<file path="config.mk">
export PLATFORM = sky130hd
export DESIGN_NAME = eth_loopback_line_splitter_core
export DESIGN_NICKNAME = d
export VERILOG_FILES = /design/src/rtl/eth_loopback_line_splitter_core.sv
export SDC_FILE = /design/constraint.sdc
export NUM_CORES = 1
export LEC_CHECK = 0
export ABC_AREA = 1
export CORE_MARGIN = 8
export CORE_UTILIZATION = 25
export DETAILED_ROUTE_END_ITERATION = 12
export GPL_TIMING_DRIVEN = 0
export PLACE_DENSITY = 0.55
export SLEW_MARGIN = 10
export SYNTH_ARGS = -nofsm -noshare
export SYNTH_HDL_FRONTEND = slang
export SYNTH_HIERARCHICAL = 1
export SYNTH_SLANG_ARGS = --single-unit
</file>
<file path="constraint.sdc">
create_clock -name clk -period 11.7 [get_ports clk]
set_input_delay 1.17 -clock clk [delete_from_list [all_inputs] [get_ports clk]]
set_output_delay 1.17 -clock clk [all_outputs]
set_load 0.02 [all_outputs]
</file>
<file path="src/rtl/eth_loopback_line_splitter_core.sv">
// eth_loopback_line_splitter_core: duplicates the XGMII word stream onto two Avalon-ST ports with per-port FIFO and frame-safe drop.
// Port B (monitor) exists only when LINE_SPLITTER_MONITOR_PORT_EN is defined.
module eth_loopback_line_splitter_port #(
  parameter int DEPTH = 4,
  parameter int CNT_W = 16
) (
  input  logic             clk,
  input  logic             reset_n,
  input  logic [71:0]      in_data,
  input  logic             in_valid,
  output logic [71:0]      data,
  output logic             valid,
  input  logic             ready,
  input  logic             cnt_clear,
  output logic [CNT_W-1:0] drop_cnt
);
  localparam int AW = $clog2(DEPTH);
  localparam logic [0:0] PASS = 1'b0;
  localparam logic [0:0] DROP = 1'b1;
  localparam logic [71:0] IDLE = {8'hFF, {8{8'h07}}};
  logic [71:0] mem [DEPTH];
  logic [AW:0] wp, rp;
  logic [0:0] state;
  logic full, push, pop, drop, idle;
  assign idle  = in_data == IDLE;
  assign full  = (wp[AW] != rp[AW]) && (wp[AW-1:0] == rp[AW-1:0]);
  assign valid = wp != rp;
  // leaving DROP requires an idle so a truncated frame is never emitted
  assign push  = in_valid && !full && (state == PASS || idle);
  assign drop  = in_valid && !push;
  assign pop   = ready && valid;
  assign data  = valid ? mem[rp[AW-1:0]] : '0;
  always_ff @(posedge clk or negedge reset_n)
    if (!reset_n) begin
      wp       <= '0;
      rp       <= '0;
      state    <= PASS;
      drop_cnt <= '0;
    end else begin
      if (push) wp <= wp + 1'b1;
      if (pop) rp <= rp + 1'b1;
      state    <= push ? PASS : drop ? DROP : state;
      drop_cnt <= cnt_clear ? '0 : (drop && !(&drop_cnt)) ? drop_cnt + 1'b1 : drop_cnt;
    end
  always_ff @(posedge clk)
    if (push) mem[wp[AW-1:0]] <= in_data;
endmodule

module eth_loopback_line_splitter_core #(
  parameter int DEPTH = 4,
  parameter int CNT_W = 16
) (
  input  logic             clk,
  input  logic             reset_n,
  input  logic [71:0]      in_data,
  input  logic             in_valid,
  output logic             in_ready,
  output logic [71:0]      a_data,
  output logic             a_valid,
  input  logic             a_ready,
  output logic [71:0]      b_data,
  output logic             b_valid,
  input  logic             b_ready,
  input  logic             cnt_clear,
  output logic [CNT_W-1:0] drop_cnt_a,
  output logic [CNT_W-1:0] drop_cnt_b
);
  always_ff @(posedge clk or negedge reset_n)
    if (!reset_n) in_ready <= 1'b0;
    else in_ready <= 1'b1;
  eth_loopback_line_splitter_port #(.DEPTH(DEPTH), .CNT_W(CNT_W)) u_a (
    .clk(clk), .reset_n(reset_n), .in_data(in_data), .in_valid(in_valid),
    .data(a_data), .valid(a_valid), .ready(a_ready),
    .cnt_clear(cnt_clear), .drop_cnt(drop_cnt_a)
  );
`ifdef LINE_SPLITTER_MONITOR_PORT_EN
  eth_loopback_line_splitter_port #(.DEPTH(DEPTH), .CNT_W(CNT_W)) u_b (
    .clk(clk), .reset_n(reset_n), .in_data(in_data), .in_valid(in_valid),
    .data(b_data), .valid(b_valid), .ready(b_ready),
    .cnt_clear(cnt_clear), .drop_cnt(drop_cnt_b)
  );
`else
  logic unused_b_ready;
  assign unused_b_ready = b_ready;
  assign b_data     = '0;
  assign b_valid    = 1'b0;
  assign drop_cnt_b = '0;
`endif
endmodule

</file>
### Yosys cells after proc, flatten, opt, wreduce, memory -nomap -nowiden

Memories as Yosys holds them, arrays and structs flattened.
Index checks and enable logic that the tools add are counted.

| word-level totals | value |
|---|---|
| logic and storage cells | 34 |
| latch bits | 0 |
| input bits | 78 |
| output and inout bits | 179 |
| memories | 1 |
| memory bits (read-only) | 0 |
| memory bits (writable) | 288 |
| register bits | 24 |

Memory list:

| memory | words | width | rd ports | clocked after memory_dff | wr ports | RTL line | text |
|---|---|---|---|---|---|---|---|
| u_a.mem | 4 | 72 | 1 | 0 | 1 | 21 | `logic [71:0] mem [DEPTH];` |

| cells by class | value |
|---|---|
| equality and inequality tests | 4 |
| multipliers | 0 |
| $lt $le $gt $ge | 0 |
| add/subtract/negate cells | 3 |
| bitwise gates (word level) | 1 |
| shift-type cells | 0 |
| div/mod/pow operators | 0 |
| reduce and logical (&&, ||, !) cells | 13 |
| multiplexer cells | 7 |

Operator list:

| cell | count |
|---|---|
| $eq A72 B72 Y1 const B | 1 |
| $mux W72 | 1 |
| $mux W16 | 2 |
| $add A16 B1 Y16 const B | 1 |
| $reduce_and A16 Y1 | 1 |
| $add A3 B1 Y3 const B | 2 |
| $logic_and A1 B1 Y1 | 6 |
| $mux W1 | 4 |
| $reduce_bool A2 Y1 | 2 |
| $logic_not A1 Y1 | 3 |
| $ne A3 B3 Y1 | 1 |
| $eq A2 B2 Y1 | 1 |
| $logic_or A1 B1 Y1 | 1 |
| $ne A1 B1 Y1 | 1 |
| $not A1 Y1 | 1 |

### Longest topological paths before layout

Gate-level depths: netlist of run 1.

| depth | value |
|---|---|
| depth after elaboration | 10 |
| mapped depth | 14 |
| gate-level depth less buffers | 13 |

### By module

The synthesis of run 1 kept the hierarchy.

By module, submodules not included:

| module | sequential area each (um^2) | times used | area an instance (um^2) | cells an instance |
|---|---|---|---|---|
| eth_loopback_line_splitter_port | 9223.8 | 1 | 12939.9 | 1104 |
| eth_loopback_line_splitter_core | 25.0 | 1 | 700.7 | 92 |

### Worst setup path after synthesis of run 1

No wires, ideal clock.

| timing path | value |
|---|---|
| path kind | input port to flip-flop |
| start | in in_data[28] |
| end | mem u_a.mem[0][0], enable pin |
| buffers on the path | 1 |
| library setup time | 0.502 ns |
| stages on the path | 10 |
| required time | 11.198 ns |
| arrival | 4.921 ns |
| slack | 6.277 ns |
| path through | nor2_1 nand3_1 nor2_1 nand2_1 nor2_1 nand2_1 nand2_1 nand2_1 buf_2 nor2_1 |

| between the ends | value |
|---|---|
| word-level cells in the longest chain between the ends | 5 |

RTL lines:

| what | RTL line | text |
|---|---|---|
| from (decl) | 55 | `input logic [71:0] in_data,` |
| $eq A72 B72 Y1 | 25 | `assign idle = in_data == IDLE;` |
| $logic_or A1 B1 Y1 | 29 | `assign push = in_valid && !full && (state == PASS \|\| idle);` |
| $logic_and A1 B1 Y1 | 29 |  |
| $mux W1 | 46 | `if (push) mem[wp[AW-1:0]] <= in_data;` |
| $mux W1 (implied by the code) | 46 |  |
| to (decl) | 21 |  |

Every way passes these cells.

### Worst setup path after layout of run 1

| timing path | value |
|---|---|
| start | reg u_a.rp[0] |
| end | out a_data[20] |

| between the ends | value |
|---|---|
| word-level cells in the longest chain between the ends | 2 |
| elaborated cells between the ends (all ways) | 3 |
| classes of those cells | eq/ne (1); mux (1); memory (1) |

RTL lines:

| what | RTL line | text |
|---|---|---|
| from (decl) | 22 | `logic [AW:0] wp, rp;` |
| from (signal assigned) | 41 | `if (pop) rp <= rp + 1'b1;` |
| $mem_v2 Z4 W72 / $ne A3 B3 Y1 (equally long branches) | - |  |
| $mux W72 * | 32 | `assign data = valid ? mem[rp[AW-1:0]] : '0;` |
| to (decl) | 58 | `output logic [71:0] a_data,` |

Every way passes the cells marked *; elsewhere a longest branch is shown, timed or not.

==> flow_summary.ini, run 1 <==
[status]
outcome = completed

[pwr]
finalPower_mw = 4.48
p_leak_nw = 6.86
peakVddDrop_uv = 154
p_per_area_nw_per_um2 = 250

[min_path]
holdPathEnd = u_a/state
min_from = u_a/state
holdPathStages = 1
hp-class = reg -> reg

[global_routing]
grt-ovfl-total = 0
met3_usage_pct = 4.11
grt_first_pass_wirelength_um = 59400
top_usage_layer = met2
use_met1_pct = 15.3
antenna_found_initial = 3
grt_usage_pct = 12.2
grt_max_degree = 25
met2_usage_pct = 20.3
grt_pass1_vias = 9655

[worst_setup_path]
r2r_cells = 8
max_stage_delay_ps = 630
path_cells = buf_2 > inv_2 > buf_2 > buf_1 > nor2_1 > o32ai_1 > nand2_1 > inv_1 > clkdlybuf4s50_1
cp.required_ps = 10530
end_kind = output pin
regToRegEndpoint = u_a/mem[1][33]
start_kind = register
r2r_slack_ps = 9230
cp.arrival_ps = 3580
rr_startpoint = u_a/rp[2]
crit_type = reg -> out
crit_top_cell = buf_2
cp_max_fo = 10
critPathSlowestCell = clkdlybuf4s50_1

[run]
maxCapViolCount = 0

[logic_synthesis]
synth_cells = 1196
synthArstFlopShare_pct = 7.69
yosysTopAreaCellShare_pct = 63.4
synth_seq_cells = 312
synth_cell_type_count = 31
ys_seq_area_share_pct = 67.8
synth_edf_count = 288
synth_flop_cell = edfxtp_1
avgSynthCellArea_um2 = 11.4
synth_area_leader_cell = edfxtp_1
synth.cell_area_um2 = 13600
yosysWarnings = 6
synth_area_leaders = edfxtp_1 63%, nor2_1 7.5%, buf_4 5.0%

[timing]
period_share_pct = 40.6
worst_pin_slew_ps = 886
period_needed_ps = 4750
fin_ws_ps = 6950
hold_ws_ps = 489
clock.fmax_mhz = 210
finalHoldViolations = 0
maxSlewViolCount = 0
finalSetupViolations = 0
rsz0062_at_grt = false
setup_tns_ps = 0
clock_skew_ps = 15.1
slew_headroom_pct = 40.9

[place]
dp_hpwl_um = 26900
gp_congestion = 0.758
place.port_buffers = 165
dp_slack_ps = 7110
dp_cells = 2157

[cts]
post-cts-setup-buffer-count = 0
clockBufferDepth = 3
cts-resized-gates = 0
cts_root_buffer = clkbuf_16
cts_tree = yes
numClockSinks = 312
cts_hold_buf = 0
clkTransAtPathRegs_ps = 50
cts_buffers = 36
clock_latency_ps = 540
htree_levels = 2

[floorplanning]
design.die.area_um2 = 62300
coreArea_um2 = 53900
die_x_um = 250
fp.dieH_um = 250
ios = 257
start_util_pct = 25.3
fp-row-count = 85

[route]
via_per_inst = 4.20
drtAntennaViolNets = 0
dr.pass1.iters = 5
wirelength_um = 39400
wl_per_cell_um = 17.7
drt_iter0_drc = 506
num_vias = 9336
drc = 0

[layout]
nets = 1583
fin_cells = 2222
area_delta_synth_final_pct = 31.1
drive_gt1_share_pct = 11.6
[layout by cell type, fill, tap and decap left out, types with 2 or more instances in the layout]
cell	Yosys	final
clkbuf_1	36	45
edfxtp_1	288	288
clkbuf_8	0	2
clkinvlp_4	0	2
conb_1	2	90
buf_1	10	10
ha_1	6	6
a21oi_1	2	2
nand4_1	3	3
nand3b_1	4	4
nand3_1	27	27
buf_4	90	90
inv_1	97	97
clkinv_2	0	3
clkbuf_16	0	36
clkinv_1	1	8
nand2_1	142	142
xor2_1	5	5
bufinv_16	0	2
nor3_1	3	3
dfrtp_1	24	24
buf_6	2	2
nor2_4	0	4
xnor2_1	9	9
buf_12	0	11
o21ai_0	77	77
clkdlybuf4s50_1	0	164
nor2_1	274	270
o32ai_1	72	72
buf_2	12	13
nand3_2	2	2
[power by group]
part	internal (mW)	switching [mW]	leakage, nW
clock	0.625	0.445	0.535
sequential	1.30	0.0259	2.91
combinational	0.775	1.30	3.41
[sequential cells by signal, summed over array words and instances (netlist names)]
signal        count
in_ready          1
u_a/drop_cnt     16
u_a/mem         288
u_a/rp            3
u_a/state         1
u_a/wp            3
[worst max-delay path by stage]
stage                 from              to  slack (ps)  depth (start not counted)
2_1_floorplan  in_data[28]   u_a/mem[0][0]        6280                         10
6_report         u_a/rp[0]      a_data[20]        6950                          9
3_3_place_gp    in_data[0]  u_a/mem[0][33]        2000                         12
5_1_grt          u_a/rp[0]      a_data[21]        6700                          9
3_5_place_dp    in_data[0]  u_a/mem[1][33]        7110                         14
4_1_cts          u_a/rp[0]      a_data[21]        6810                          9
[synthesized netlist by cell type, types with 2 or more instances]
cell,n
buf_1,10
inv_1,97
buf_2,12
xor2_1,5
nor2_1,274
ha_1,6
buf_4,90
a21oi_1,2
nand4_1,3
nand3_1,27
xnor2_1,9
nor3_1,3
o21ai_0,77
dfrtp_1,24
buf_6,2
nand3b_1,4
o32ai_1,72
edfxtp_1,288
clkbuf_1,36
conb_1,2
nand3_2,2
nand2_1,142
[layout make-up]
type | instances | area, um^2
fill | 5411 | 36000
sequential | 312 | 9250
multi-input combinational | 723 | 3450
timing repair buffer | 177 | 1890
clock buffer | 47 | 962
buffer | 150 | 931
tap | 696 | 871
inverter | 99 | 372
clock inverter | 17 | 150
antenna | 1 | 2.50
[cells by family (layout without fill, tap and decap cells)]
logic type / after synthesis / count (layout) / synth area share (%)
AND/OR/NAND/NOR: 461 / 461 / 13.6
flip-flops: 312 / 312 / 67.8
buffers and inverters: 249 / 490 / 9.55
XOR/XNOR: 14 / 14 / 0.899
adder cells (fa/ha/maj): 6 / 6 / 0.550
other: 2 / 91 / 0.0551
AO/OA/AOI/OAI: 152 / 152 / 7.58
[metrics by stage]
stage / util, % / area (um^2)
2_1_floorplan: - / 14000
3_3_place_gp: 30.6 / 16500
3_5_place_dp: 31.1 / 16800
4_1_cts: 33.2 / 17900
5_1_grt: 33.2 / 17900
6_report: 33.2 / 17900
[worst max-delay path: cells and delay by family, from the launching register on]
| kind | cells | cell delay, ps |
|---|---|---|
| AND/OR/NAND/NOR | 2 | 190 |
| buffers and inverters | 6 | 2270 |
| AO/OA/AOI/OAI | 1 | 180 |
| flip-flops | 1 | 400 |
[routing by layer]
metal	vias up	part of all wire [%]
met5	-	0.058
met4	4	1.7
met3	48	6.9
met2	268	47
met1	4475	45
li1	4541	-
Note: power is estimated with default switching activity, not from simulation.
==> run 2, diff against run 1 <==
PLACE_DENSITY = 0.57   (was 0.55)
clock period = 3.96 ns   (was 11.7 ns; I/O delays follow)
==> flow_summary.ini, run 2 (synthesis results as in run 1) <==
[route]
wl_per_cell_um = 17.5
wirelength_um = 38900
dr.pass1.iters = 5
drc = 0
num_vias = 9445
drtAntennaViolNets = 0
drt_iter0_drc = 668
via_per_inst = 4.25

[floorplanning]
coreArea_um2 = 53900
start_util_pct = 25.3
ios = 257
design.die.area_um2 = 62300
fp-row-count = 85
fp.dieH_um = 250
die_x_um = 250

[min_path]
holdPathEnd = u_a/drop_cnt[2]
hp-class = in -> reg
min_from = cnt_clear
holdPathStages = 4

[place]
place_area_um2 = 16800
dp_slack_ps = -79.9
dp_hpwl_um = 26500
gp_congestion = 0.795
dp_cells = 2157
place.port_buffers = 165

[timing]
finalSetupViolations = 0
worst_pin_slew_ps = 868
slew_headroom_pct = 42.0
rsz0062_at_grt = false
hold_ws_ps = 193
period_needed_ps = 3680
maxSlewViolCount = 0
period_share_pct = 93.0
fin_ws_ps = 279
setup_tns_ps = 0
clock_skew_ps = 9.00
clock.fmax_mhz = 272
finalHoldViolations = 0

[layout]
antenna_cells = 0
final_common_cell = edfxtp_1
drive_gt1_share_pct = 12.2
fill_cells = 5378
largest_reg_flops = 288
nets = 1584
stdcell_area_um2 = 17900
area_delta_synth_final_pct = 31.5
mostFrequentLayoutCells = 288 x edfxtp_1, 270 x nor2_1, 164 x clkdlybuf4s50_1
fin_cells = 2224
fin_util_pct = 33.3

[worst_setup_path]
path_delay_family = buffers and inverters
cp.required_ps = 3560
cp_max_fo = 10
worst-path-buf-inv = 5
start_kind = register
crit_type = reg -> out
max_stage_delay_ps = 630
cp.arrival_ps = 3280
r2r_cells = 8
critPathSlowestCell = clkdlybuf4s50_1
r2r_slack_ps = 1310
end_kind = output pin
path_cells = buf_2 > inv_2 > clkbuf_1 > nor2_1 > o32ai_1 > nand2_1 > inv_1 > clkdlybuf4s50_1
rr_startpoint = u_a/rp[2]
regToRegEndpoint = u_a/mem[0][39]

[global_routing]
grt_pass1_vias = 9771
grt_max_degree = 26
grt-ovfl-total = 0
grt_first_pass_wirelength_um = 58900
grt_usage_pct = 12.2
antenna_found_initial = 3

[pwr]
clock_power_share_pct = 24.2
combPwrFrac_pct = 46.2
p_per_area_nw_per_um2 = 741
peakVddDrop_uv = 505
p_leak_nw = 6.91
p_int_mw = 8.06
switching_share_pct = 39.4
power_frac_seq_pct = 29.5
switchingPower_mw = 5.23
finalPower_mw = 13.3

[cts]
clock_latency_ps = 530
cts_buffers = 36
post-cts-setup-buffer-count = 0
htree_levels = 2
clkTransAtPathRegs_ps = 50
clockBufferDepth = 3
cts_tree = yes
numClockSinks = 312
cts_root_buffer = clkbuf_16

[status]
outcome = completed

[run]
maxCapViolCount = 0
-- run 2: layout make-up --
cell class                 instances  area (um^2)  share of cell area, %
tap                              696          871                   4.85
buffer                           150          942                   5.25
sequential                       312         9250                   51.6
inverter                          99          372                   2.07
clock inverter                    22          193                   1.07
timing repair buffer             178         1910                   10.7
clock buffer                      44          952                   5.31
multi-input combinational        723         3450                   19.2
-- run 2: metal layers --
| layer | global-route usage (%) | wire [um] | vias to the layer above |
|---|---|---|---|
| met4 | 3.08 | 682 | 6 |
| li1 | - | - | 4543 |
| met2 | 20.1 | 18600 | 294 |
| met5 | 0 | 36 | - |
| met1 | 15.5 | 17000 | 4550 |
| met3 | 3.81 | 2640 | 52 |
-- run 2: how the worst max path moves through the flow --
stage	end	startpoint	depth (start not counted)	slack, ps
2_1_floorplan	u_a/mem[0][0]	in_data[28]	10	-690
3_3_place_gp	u_a/mem[0][37]	in_data[0]	12	-4990
5_1_grt	a_data[21]	u_a/rp[0]	9	4
6_report	a_data[22]	u_a/rp[0]	8	280
4_1_cts	a_data[22]	u_a/rp[0]	9	60
3_5_place_dp	u_a/mem[0][34]	in_data[0]	14	-80
-- run 2: what timing repair did --
| action | in CTS | in global routing |
|---|---|---|
| hold buffers | 0 | 1 |
| hold endpoints to repair | 0 | 24 |
| setup endpoints to repair | 36 | 5 |
| resized for setup | 6 | 3 |
-- run 2: power by group through the flow --
stage | Combinational, mW | Sequential, mW | Clock (mW)
2_1_floorplan | 3.30 | 4.01 | 0
5_1_grt | 6.74 | 3.94 | 3.45
4_1_cts | 6.30 | 3.92 | 3.33
6_report | 6.15 | 3.92 | 3.22
3_3_place_gp | 6.17 | 4.03 | 0
3_5_place_dp | 6.26 | 3.99 | 0
-- run 2: worst min-delay path, cell delays in order --
cell and delay [ps]:
buf_4 140, nor2_1 60, nand2_1 50, nand2_1 40
==> run 3, diff against run 2 <==
HOLD_SLACK_MARGIN = 0.02   (was not set)
SKIP_CTS_REPAIR_TIMING = 1   (was not set)
==> flow_summary.ini, run 3 (synthesis results as in run 1) <==
[cts]
clockBufferDepth = 3
cts_buffers = 36
clkTransAtPathRegs_ps = 50
cts_tree = yes
cts_root_buffer = clkbuf_16
clock_latency_ps = 540
numClockSinks = 312
htree_levels = 2

[floorplanning]
start_util_pct = 25.3
die_x_um = 250
coreArea_um2 = 53900
design.die.area_um2 = 62300
ios = 257
fp-row-count = 85
fp.dieH_um = 250

[route]
dr.pass1.iters = 5
num_vias = 9429
wirelength_um = 38900
wl_per_cell_um = 17.5
drtAntennaViolNets = 0
drc = 0
drt_iter0_drc = 625
via_per_inst = 4.24

[layout]
fill_cells = 5377
stdcell_area_um2 = 17900
nets = 1584
drive_gt1_share_pct = 12.2
multiInputGateArea_um2 = 3450
mostFrequentLayoutCells = 288 x edfxtp_1, 270 x nor2_1, 164 x clkdlybuf4s50_1
antenna_cells = 0
ff_latch_area_um2 = 9250
final_common_cell = edfxtp_1
largest_reg_flops = 288
area_delta_synth_final_pct = 31.5

[global_routing]
grt_first_pass_wirelength_um = 58900
grt_usage_pct = 12.2
antenna_found_initial = 3
grt_pass1_vias = 9767
grt-ovfl-total = 0
grt_max_degree = 26

[run]
maxCapViolCount = 0

[worst_setup_path]
setup.worst_path.start = u_a/rp[0]
end_kind = output pin
cp.required_ps = 3560
crit_type = reg -> out
rr_startpoint = u_a/rp[2]
start_kind = register
cp.arrival_ps = 3250
cp_max_fo = 10

[min_path]
min_from = cnt_clear
hp-class = in -> reg

[timing]
finalHoldViolations = 0
finalSetupViolations = 0
clock.fmax_mhz = 274
slew_headroom_pct = 41.6
clock_skew_ps = 8.31
worst_pin_slew_ps = 874
period_share_pct = 92.0
period_needed_ps = 3650
maxSlewViolCount = 0

[pwr]
p_leak_nw = 6.91
p_per_area_nw_per_um2 = 741
finalPower_mw = 13.3
peakVddDrop_uv = 505

[place]
dp_hpwl_um = 26500
place_area_um2 = 16800
place.port_buffers = 165
gp_congestion = 0.795

[status]
outcome = completed
run 3: where the power goes:
group          leakage [nW]  internal [mW]  switching (mW)  total (mW)
Clock                 0.562           1.91            1.31        3.22
Combinational          3.44           2.30            3.85        6.15
Sequential             2.91           3.85          0.0775        3.92
run 3: worst max-delay path, cell delays in order, from the launching register on:
cell	delay, ps
dfrtp_1	380
buf_2	340
buf_2	380
buf_2	320
nor2_1	80
o32ai_1	420
nand2_1	110
inv_1	70
clkdlybuf4s50_1	600
run 3: metrics by stage:
step / cells / setup TNS, ps / util (%) / hold slack (ps) / setup WS [ps]
2_1_floorplan: 1284 / -198450 / - / 100 / -689
5_1_grt: 2224 / -3.45 / 33.3 / 172 / -3.45
3_5_place_dp: 2157 / -1760 / 31.1 / 468 / -79.9
3_3_place_gp: 2145 / -1391840 / 30.6 / 463 / -4990
6_report: 2224 / 0 / 33.3 / 192 / 315
4_1_cts: 2223 / -1880 / 33.2 / 150 / -158
run 3: final cells by class:
| cell class | count | area share, % |
|---|---|---|
| inverters | 99 | 2.08 |
| flip-flops and latches | 312 | 51.6 |
| well taps | 696 | 4.85 |
| plain buffers | 150 | 5.25 |
| multi-input cells | 723 | 19.2 |
| repair buffers | 178 | 10.7 |
| clock buffers | 44 | 5.31 |
| clock inverters | 22 | 1.07 |
run 3: final timing paths:
check	cells after the start	slack, ps	to
max in group asynchronous	2	3150	in_ready
setup / recovery	8	310	a_data[64]
hold / removal	4	190	u_a/drop_cnt[2]
setup reg to reg	8	1300	u_a/mem[0][39]
min in group asynchronous	2	410	u_a/drop_cnt[12]
hold reg to reg	1	480	u_a/state
run 3: metal layers:
| layer | wire length [um] | global-route usage [%] |
|---|---|---|
| met1 | 16900 | 15.5 |
| met3 | 2650 | 3.81 |
| met2 | 18700 | 20.1 |
| met5 | 32 | 0 |
| met4 | 670 | 3.08 |
